<file path="src/rtl/fully_connected.sv">
// fully_connected: dense layer computing layer_out[o] = bias[o] + sum_k weight[o][k]*inputs[k], one neuron at a time, with weights/biases read from 1-cycle-latency RAMs (w_read_*, b_read_*), a start/done handshake, and optional ReLU on stored results under FC_RELU_EN
module fully_connected #(
  parameter int INPUT_SIZE = 3,
  parameter int OUTPUT_SIZE = 2,
  parameter int WEIGHTS_WIDTH = 8,
  parameter int BIAS_WIDTH = 32,
  localparam int AW = $clog2(INPUT_SIZE * OUTPUT_SIZE),
  localparam int BW = $clog2(OUTPUT_SIZE),
  localparam int KW = $clog2(INPUT_SIZE + 1)
) (
  input  logic                            clk,
  input  logic                            rst,
  input  logic                            start,
  output logic                            done,
  input  logic signed [WEIGHTS_WIDTH-1:0] inputs [INPUT_SIZE],
  output logic                            w_read_en,
  output logic        [AW-1:0]            w_read_addr,
  input  logic signed [WEIGHTS_WIDTH-1:0] w_read_data,
  output logic                            b_read_en,
  output logic        [BW-1:0]            b_read_addr,
  input  logic signed [BIAS_WIDTH-1:0]    b_read_data,
  output logic signed [BIAS_WIDTH-1:0]    layer_out [OUTPUT_SIZE]
);
  typedef enum logic [1:0] {IDLE, BIAS, MAC, DONE} state_t;
  state_t state;
  logic signed [WEIGHTS_WIDTH-1:0] in_reg [INPUT_SIZE];
  logic [KW-1:0] k;
  logic [BW-1:0] o;
  logic signed [BIAS_WIDTH-1:0] acc, sum, res;
  logic signed [2*WEIGHTS_WIDTH-1:0] prod;
  assign prod = w_read_data * in_reg[k - KW'(1)];
  assign sum = acc + BIAS_WIDTH'(prod);
`ifdef FC_RELU_EN
  assign res = sum[BIAS_WIDTH-1] ? '0 : sum;
`else
  assign res = sum;
`endif
  always_ff @(posedge clk) begin
    if (rst) begin
      state <= IDLE;
      done <= 1'b0;
      w_read_en <= 1'b0;
      w_read_addr <= '0;
      b_read_en <= 1'b0;
      b_read_addr <= '0;
      acc <= '0;
      k <= '0;
      o <= '0;
      in_reg <= '{default: '0};
      layer_out <= '{default: '0};
    end else begin
      done <= 1'b0;
      w_read_en <= 1'b0;
      w_read_addr <= '0;
      b_read_en <= 1'b0;
      b_read_addr <= '0;
      case (state)
        IDLE: if (start) begin
          in_reg <= inputs;
          o <= '0;
          b_read_en <= 1'b1;
          state <= BIAS;
        end
        BIAS: begin
          k <= '0;
          w_read_en <= 1'b1;
          w_read_addr <= AW'(o * INPUT_SIZE);
          state <= MAC;
        end
        MAC: begin
          acc <= (k == '0) ? b_read_data : sum;
          if (k < KW'(INPUT_SIZE - 1)) begin
            w_read_en <= 1'b1;
            w_read_addr <= AW'(o * INPUT_SIZE + k + 1);
          end
          if (k == KW'(INPUT_SIZE)) begin
            layer_out[o] <= res;
            if (o == BW'(OUTPUT_SIZE - 1)) begin
              done <= 1'b1;
              state <= DONE;
            end else begin
              o <= o + 1'b1;
              b_read_en <= 1'b1;
              b_read_addr <= o + 1'b1;
              state <= BIAS;
            end
          end else k <= k + 1'b1;
        end
        DONE: state <= IDLE;
        default: state <= IDLE;
      endcase
    end
  end
endmodule

</file>
<file path="config.mk">
export PLATFORM = sky130hd
export DESIGN_NAME = fully_connected
export DESIGN_NICKNAME = d
export VERILOG_FILES = /design/src/rtl/fully_connected.sv
export SDC_FILE = /design/constraint.sdc
export NUM_CORES = 1
export LEC_CHECK = 0
export ABC_AREA = 1
export CAP_MARGIN = 20
export CORE_UTILIZATION = 25
export CTS_CLUSTER_DIAMETER = 50
export CTS_CLUSTER_SIZE = 30
export DETAILED_ROUTE_END_ITERATION = 8
export DONT_BUFFER_PORTS = 1
export PLACE_DENSITY_LB_ADDON = 0.05
export SYNTH_ARGS = -nofsm -noshare
export SYNTH_HDL_FRONTEND = slang
export SYNTH_SLANG_ARGS = --single-unit
</file>
<file path="constraint.sdc">
create_clock -name clk -period 13.5 [get_ports clk]
set_input_delay 1.35 -clock clk [delete_from_list [all_inputs] [get_ports clk]]
set_output_delay 1.35 -clock clk [all_outputs]
set_load 0.01 [all_outputs]
</file>
==> reports/qor.yml, run 1 <==
cts:
  tritoncts: "built"
  cts_resized: 0
  cts_made_buffers: 17
  cts_max_level: 4
  cts_buffer_depth: 2
  clk_latency_ns: 0.46
  clk_transition_reported_paths_ns: 0.07
  cts_setup_buffers: 0
  cts_root_buffer: "clkbuf_16"
  postCtsHoldBufs: 0
  clock-sinks: 132
global_routing:
  grt_max_degree: 56
  antenna_found_initial: 5
  grt_usage: 0.175
  grt-ovfl-total: 0
  grt_pass1_wl_mm: 59.9
  grt_pass1_vias: 9445
die:
  start_util: 0.255
  core_um2: 44500
  die_w_um: 215
  die_area_um2: 46300
  pin_count: 138
  die_height_um: 215
  rows: 77
yosys:
  yosysUniqueCellTypes: 41
  synth_top_family_by_area: "adder cells"
  yosysTopAreaCell: "fa_1"
  synth-compound-area-share: 0.118
  yosysMostFrequentCell: "nand2_1"
  ys_warn_count: 0
  synth_cells: 1451
  async_flop_share: 0
  synth_xor_area_frac: 0.00847
  ys_seq_elements: 132
  synth_edf_count: 0
  synth_mux_area_frac: 0
  ys.flop_type: "dfxtp_1"
  ys_seq_area_frac: 0.232
  syn_avg_cell_area_um2: 7.83
  synth_fa_ha_area_frac: 0.325
  synth_nets: 1732
  synth_area_um2: 11400
  synth_top_cell_area_share: 0.239
  synth_commonest_cells: "253 x nand2_1, 248 x inv_1, 176 x nor2_1"
  yosys-top-cells-area: "fa_1 24%, dfxtp_1 23%, ha_1 8.6%"
  synth_simple_gate_area_frac: 0.211
setup_path:
  crit_type: "reg -> reg"
  r2r_setup_slack_ns: 5.73
  path_max_fanout: 13
  r2r-end: "acc[31]"
  arrival_ns: 8.18
  worst_setup_path_end_kind: "register"
  rr_worst_depth: 26
  rr_startpoint: "k[0]"
  critPathRequiredTime_ns: 13.90
  cp-start-kind: "register"
detailed_routing:
  drt_drc_violations_left: 0
  wl_per_cell_um: 19.0
  wl_mm: 38.7
  firstDrtPassIters: 5
  vias_per_cell: 4.45
  ant_nets: 0
  first_iter_violations: 404
  dr_total_vias: 9075
final_layout:
  layout.nets: 1715
  largest_reg_flops: 64
  final.fill_count: 4932
  layoutNonFillerInstCount: 2040
  drive_gt1_frac: 0.0678
  multiInputGateArea_um2: 7550
  fin_area_um2: 12600
  syn_to_final_growth_pct: 10.6
  register_area_um2: 2640
sta:
  period_share: 0.576
  skew_ns: 0.0154
  finalSetupTns_ns: 0
  finalSetupViolations: 0
  final.min_clock_period_ns: 7.77
  fmax_mhz: 129
  finalHoldViolCount: 0
  slew_headroom: 0.400
  tightestPinTransition_ns: 0.899
  hold_ws_ns: 0.454
  maxSlewViolCount: 0
  rsz0062_at_grt: "no"
place:
  gp_congestion: 0.834
  portBuffers: 0
  hpwl_mm: 31.7
  place_inst: 2007
  placedInstanceArea_um2: 12000
min_path:
  hold_path_end: "in_reg[0]"
  holdCritStartpoint: "in_reg[0]"
  hold_depth: 2
  hp-class: "reg -> reg"
power_and_ir_drop:
  cellLeakagePower_nw: 6.29
  p_per_area_nw_per_um2: 129
  fin_total_pwr_w: 0.00162
  vdd_ir_drop_max_uv: 76.0
run:
  drv_cap: 0
run_status:
  status: "completed"
-- cell families (layout without fill, tap and decap cells) --
kind of cell | Yosys count | in the layout
buffers and inverters | 309 | 304
and+or+nand+nor | 562 | 562
AOI/OAI and AO/OA | 223 | 223
other | 0 | 2
xor gates and xnor gates | 11 | 11
adders and majority gates | 214 | 214
DFF | 132 | 132
-- placed cells by master (no fill, tap or decap), types with 7 or more instances in the layout --
master and n:
clkbuf_16 17, o211ai_1 52, inv_1 247, o21a_1 8, inv_2 13, ha_1 78
o21bai_1 12, fa_1 136, a21oi_1 63, xnor2_1 8, nor2_1 174, dfxtp_1 132
nand3_1 72, o21ai_1 7, nand4_1 13, nand2_2 12, nor2_2 11, nand2_1 253
o21ai_0 68, buf_4 11
-- cell type report --
class	count	area share
sequential	132	0.210
antenna	2	0.000398
inverter	262	0.0782
timing repair buffer	11	0.00657
multi-input combinational	1010	0.601
clock buffer	19	0.0352
tap	592	0.0589
clock inverter	12	0.00965
-- power breakdown --
part	internal, W	total (W)	switching, W
Sequential	0.000437	0.000472	0.0000355
Combinational	0.000224	0.000683	0.000459
Clock	0.000260	0.000464	0.000204
Total	0.000920	0.00162	0.000698
-- per-stage QoR --
step	utilization	setup slack (ns)
CTS	0.282	5.60
global route	0.282	5.03
floorplan	-	5.84
global placement	0.270	5.77
detailed placement	0.270	5.60
finish	0.282	5.73
-- critical path: stages, from the launching register on --
cell     delay, ns
dfxtp_1       0.55
inv_2         0.19
ha_1          0.48
nor2_2        0.17
inv_1         0.12
o21ai_0       0.45
nand2_1       0.27
fa_1          0.81
fa_1          0.63
inv_1         0.71
fa_1          0.56
fa_1          0.49
ha_1          0.30
ha_1          0.39
nand2_1       0.17
inv_2         0.05
nand2_1       0.06
nand2_1       0.08
nand2_1       0.10
nand2_1       0.08
a21oi_1       0.32
nand2_1       0.10
nand2_1       0.07
nand2_1       0.23
nand2_1       0.13
nand2_1       0.07
a21oi_2       0.10
-- worst max path at each step --
stage / slack (ns) / cells past startpoint / endpoint / start
CTS: 5.60 / 25 / acc[31] / k[0]
global route: 5.03 / 25 / acc[31] / k[0]
detailed placement: 5.60 / 25 / acc[31] / k[0]
floorplan: 5.84 / 29 / acc[18] / k[0]
finish: 5.73 / 26 / acc[31] / k[0]
global placement: 5.77 / 25 / acc[31] / k[0]
-- per-layer routing --
metal / GRT usage / wire length [µm]
met1: 0.232 / 18600
met5: 0 / 34
met4: 0.0626 / 1010
met2: 0.263 / 16700
met3: 0.0570 / 2340
Note: power is estimated with default switching activity, not from simulation.
==> run 2: changes to the inputs <==
- clock period: 13.5 -> 7.5 ns (I/O delays scaled with it)
==> run 2 against run 1 <==
Die area stayed put. Clock power is 73% higher. Final area up 1.0%. Sequential share of layout area decreased by 0.22 points. Critical endpoint is now acc[28]. Register-to-register slack worse by 5.2 ns. Fmax rose by 11%. Wire length rose by 3.9%. Non-clock buffer count rose by 13. Worst hold slack lost 0.092 ns. Sequential power rose by 81%. Worst setup slack lost 5.2 ns.
==> reports/qor.yml, run 2 (synthesis results as in run 1) <==
run_status:
  status: "completed"
cts:
  clock-sinks: 132  # unchanged
  cts_buffer_depth: 2  # unchanged
  postCtsHoldBufs: 0  # unchanged
  cts_max_level: 4  # unchanged
  clk_transition_reported_paths_ns: 0.07  # about the same
  tritoncts: "built"
  clk_latency_ns: 0.47  # about the same
  cts_made_buffers: 17  # unchanged
  cts_root_buffer: "clkbuf_16"
setup_path:
  cp-start-kind: "register"
  rr_worst_depth: 26  # unchanged
  cpPeakStageDelay_ns: 0.57  # -0.24 ns
  path_max_fanout: 15  # +2
  rr_startpoint: "k[0]"
  crit_top_cell: "nand2_1"
  r2r_setup_slack_ns: 0.52  # -5.20 ns
  cp_top_family: "adder cells"
  r2r-end: "acc[28]"
  worst_setup_path_end_kind: "register"
  arrival_ns: 7.34  # -0.84 ns
  critPathRequiredTime_ns: 7.86  # -6.04 ns
  cpMaxStageDelayCell: "fa_1"
  worst-path-buf-inv: 6  # +2
  crit_type: "reg -> reg"
place:
  gp_congestion: 0.898  # +7.7%
  placedInstanceArea_um2: 12100  # +1.0%
  hpwl_mm: 32.6  # +2.7%
  portBuffers: 0  # unchanged
sta:
  final.min_clock_period_ns: 6.98  # -0.795 ns
  period_share: 0.931  # +0.355
  slew_headroom: 0.434  # +0.0336
  fmax_mhz: 143  # +11%
  maxSlewViolCount: 0  # unchanged
  finalSetupTns_ns: 0  # unchanged
  tightestPinTransition_ns: 0.844  # -0.0547 ns
  finalSetupViolations: 0  # unchanged
  skew_ns: 0.0159  # +0.000574 ns
  rsz0062_at_grt: "no"
  finalHoldViolCount: 0  # unchanged
global_routing:
  grt-ovfl-total: 0  # unchanged
  grt_usage: 0.181  # +0.00651
  grt_pass1_vias: 9420  # -0.26%
  grt_pass1_wl_mm: 61.8  # +3.1%
  grt_max_degree: 77  # +38%
  antenna_found_initial: 5  # unchanged
min_path:
  hold_depth: 1  # -1
  holdCritStartpoint: "rst"
  hp-class: "in -> reg"
  hold_path_end: "acc[13]"
detailed_routing:
  drt_drc_violations_left: 0  # unchanged
  ant_nets: 0  # unchanged
  wl_per_cell_um: 19.6  # +3.3%
  firstDrtPassIters: 5  # unchanged
  first_iter_violations: 534  # +32%
  dr_total_vias: 9195  # +1.3%
  vias_per_cell: 4.48  # +0.68%
  wl_mm: 40.2  # +3.9%
final_layout:
  final_common_cell: "nand2_1"
  largest_reg_flops: 64  # unchanged
  layout.nets: 1728  # +0.76%
  fin_area_um2: 12700  # +1.0%
  mostFrequentLayoutCells: "253 x nand2_1, 247 x inv_1, 174 x nor2_1"
  syn_to_final_growth_pct: 11.8
  final.fill_count: 4892  # -0.81%
  drive_gt1_frac: 0.0795  # +0.0117
power_and_ir_drop:
  vdd_ir_drop_max_uv: 133  # +75%
  comb_power_share: 0.431  # +0.009
  seq_power_share: 0.293  # about the same
  switchingPower_w: 0.00126  # +81%
  swShare: 0.433  # +0.00181
  cellLeakagePower_nw: 6.36  # +1.1%
  intPower_w: 0.00165  # +79%
  p_per_area_nw_per_um2: 229  # +78%
  clkPwrFrac: 0.276  # -0.011
die:
  die_height_um: 215  # unchanged
  core_um2: 44500  # unchanged
  start_util: 0.255  # unchanged
  die_w_um: 215  # unchanged
  rows: 77  # unchanged
  die_area_um2: 46300  # unchanged
  pin_count: 138  # unchanged
run:
  drv_cap: 0  # unchanged
==> run 2: metrics by stage <==
stage / power [W] / hold WS, ns / worst slack, ns / utilization / instances
after floorplan: 0.00169 / 0.425 / 0.587 / - / 1451
after global placement: 0.00215 / 0.443 / 0.405 / 0.272 / 2020
after detailed placement: 0.00214 / 0.447 / 0.315 / 0.272 / 2020
after CTS: 0.00298 / 0.304 / 0.287 / 0.285 / 2052
after global routing: 0.00316 / 0.327 / 0.0659 / 0.285 / 2052
final: 0.00291 / 0.362 / 0.521 / 0.285 / 2053
==> run 2: power by group through the flow <==
stage	Combinational, W	Clock, W	Sequential [W]
6_report	0.00125	0.000805	0.000852
5_1_grt	0.00144	0.000861	0.000863
4_1_cts	0.00128	0.000843	0.000855
3_5_place_dp	0.00127	0	0.000870
3_3_place_gp	0.00128	0	0.000871
2_1_floorplan	0.000852	0	0.000840
==> run 2: repair_timing <==
action / in CTS / in global routing
gates resized for setup: 0 / 5
setup buffers: 0 / 0
setup endpoints to repair: 0 / 8
==> run 2: worst register-to-register path, cell delays in order (launching register included) <==
cell      delay, ns
dfxtp_1        0.54
inv_2          0.18
ha_1           0.48
nor2_2         0.17
inv_1          0.12
o21ai_0        0.46
nand2_1        0.21
fa_1           0.57
inv_1          0.14
buf_4          0.31
fa_1           0.50
fa_1           0.55
inv_1          0.05
fa_1           0.48
inv_1          0.04
ha_1           0.28
ha_1           0.40
nand2_1        0.11
nand2_1        0.08
a21oi_1        0.30
nor2_1         0.11
o21bai_1       0.18
nand3_1        0.09
nand2_1        0.10
nand3_1        0.24
nand2_1        0.15
a21oi_1        0.06
==> run 2: how the worst max path moves through the flow <==
stage,startpoint,endpoint,depth (start not counted)
after detailed placement,k[0],acc[10],26
after global placement,k[0],acc[13],26
final,k[0],acc[28],26
after floorplan,k[0],acc[18],29
after global routing,k[0],acc[28],26
after CTS,k[0],acc[10],26
==> run 2: per-layer routing <==
metal  up-vias  global-route usage  part of all wire
li1       4570                   -                 -
met1      4388               0.245              0.47
met2       190               0.279              0.45
met3        39              0.0532             0.063
met4         8              0.0501             0.014
met5         -                   0            0.0013
==> run 2: layout make-up <==
type | count | area, µm² | share of cell area
inverters | 262 | 983 | 0.0774
well taps | 592 | 741 | 0.0583
clock inverters | 12 | 95.1 | 0.00748
clock buffers | 20 | 447 | 0.0352
diodes | 1 | 2.50 | 0.000197
repair buffers | 24 | 205 | 0.0162
flip-flops and latches | 132 | 2640 | 0.208
multi-input cells | 1010 | 7590 | 0.597
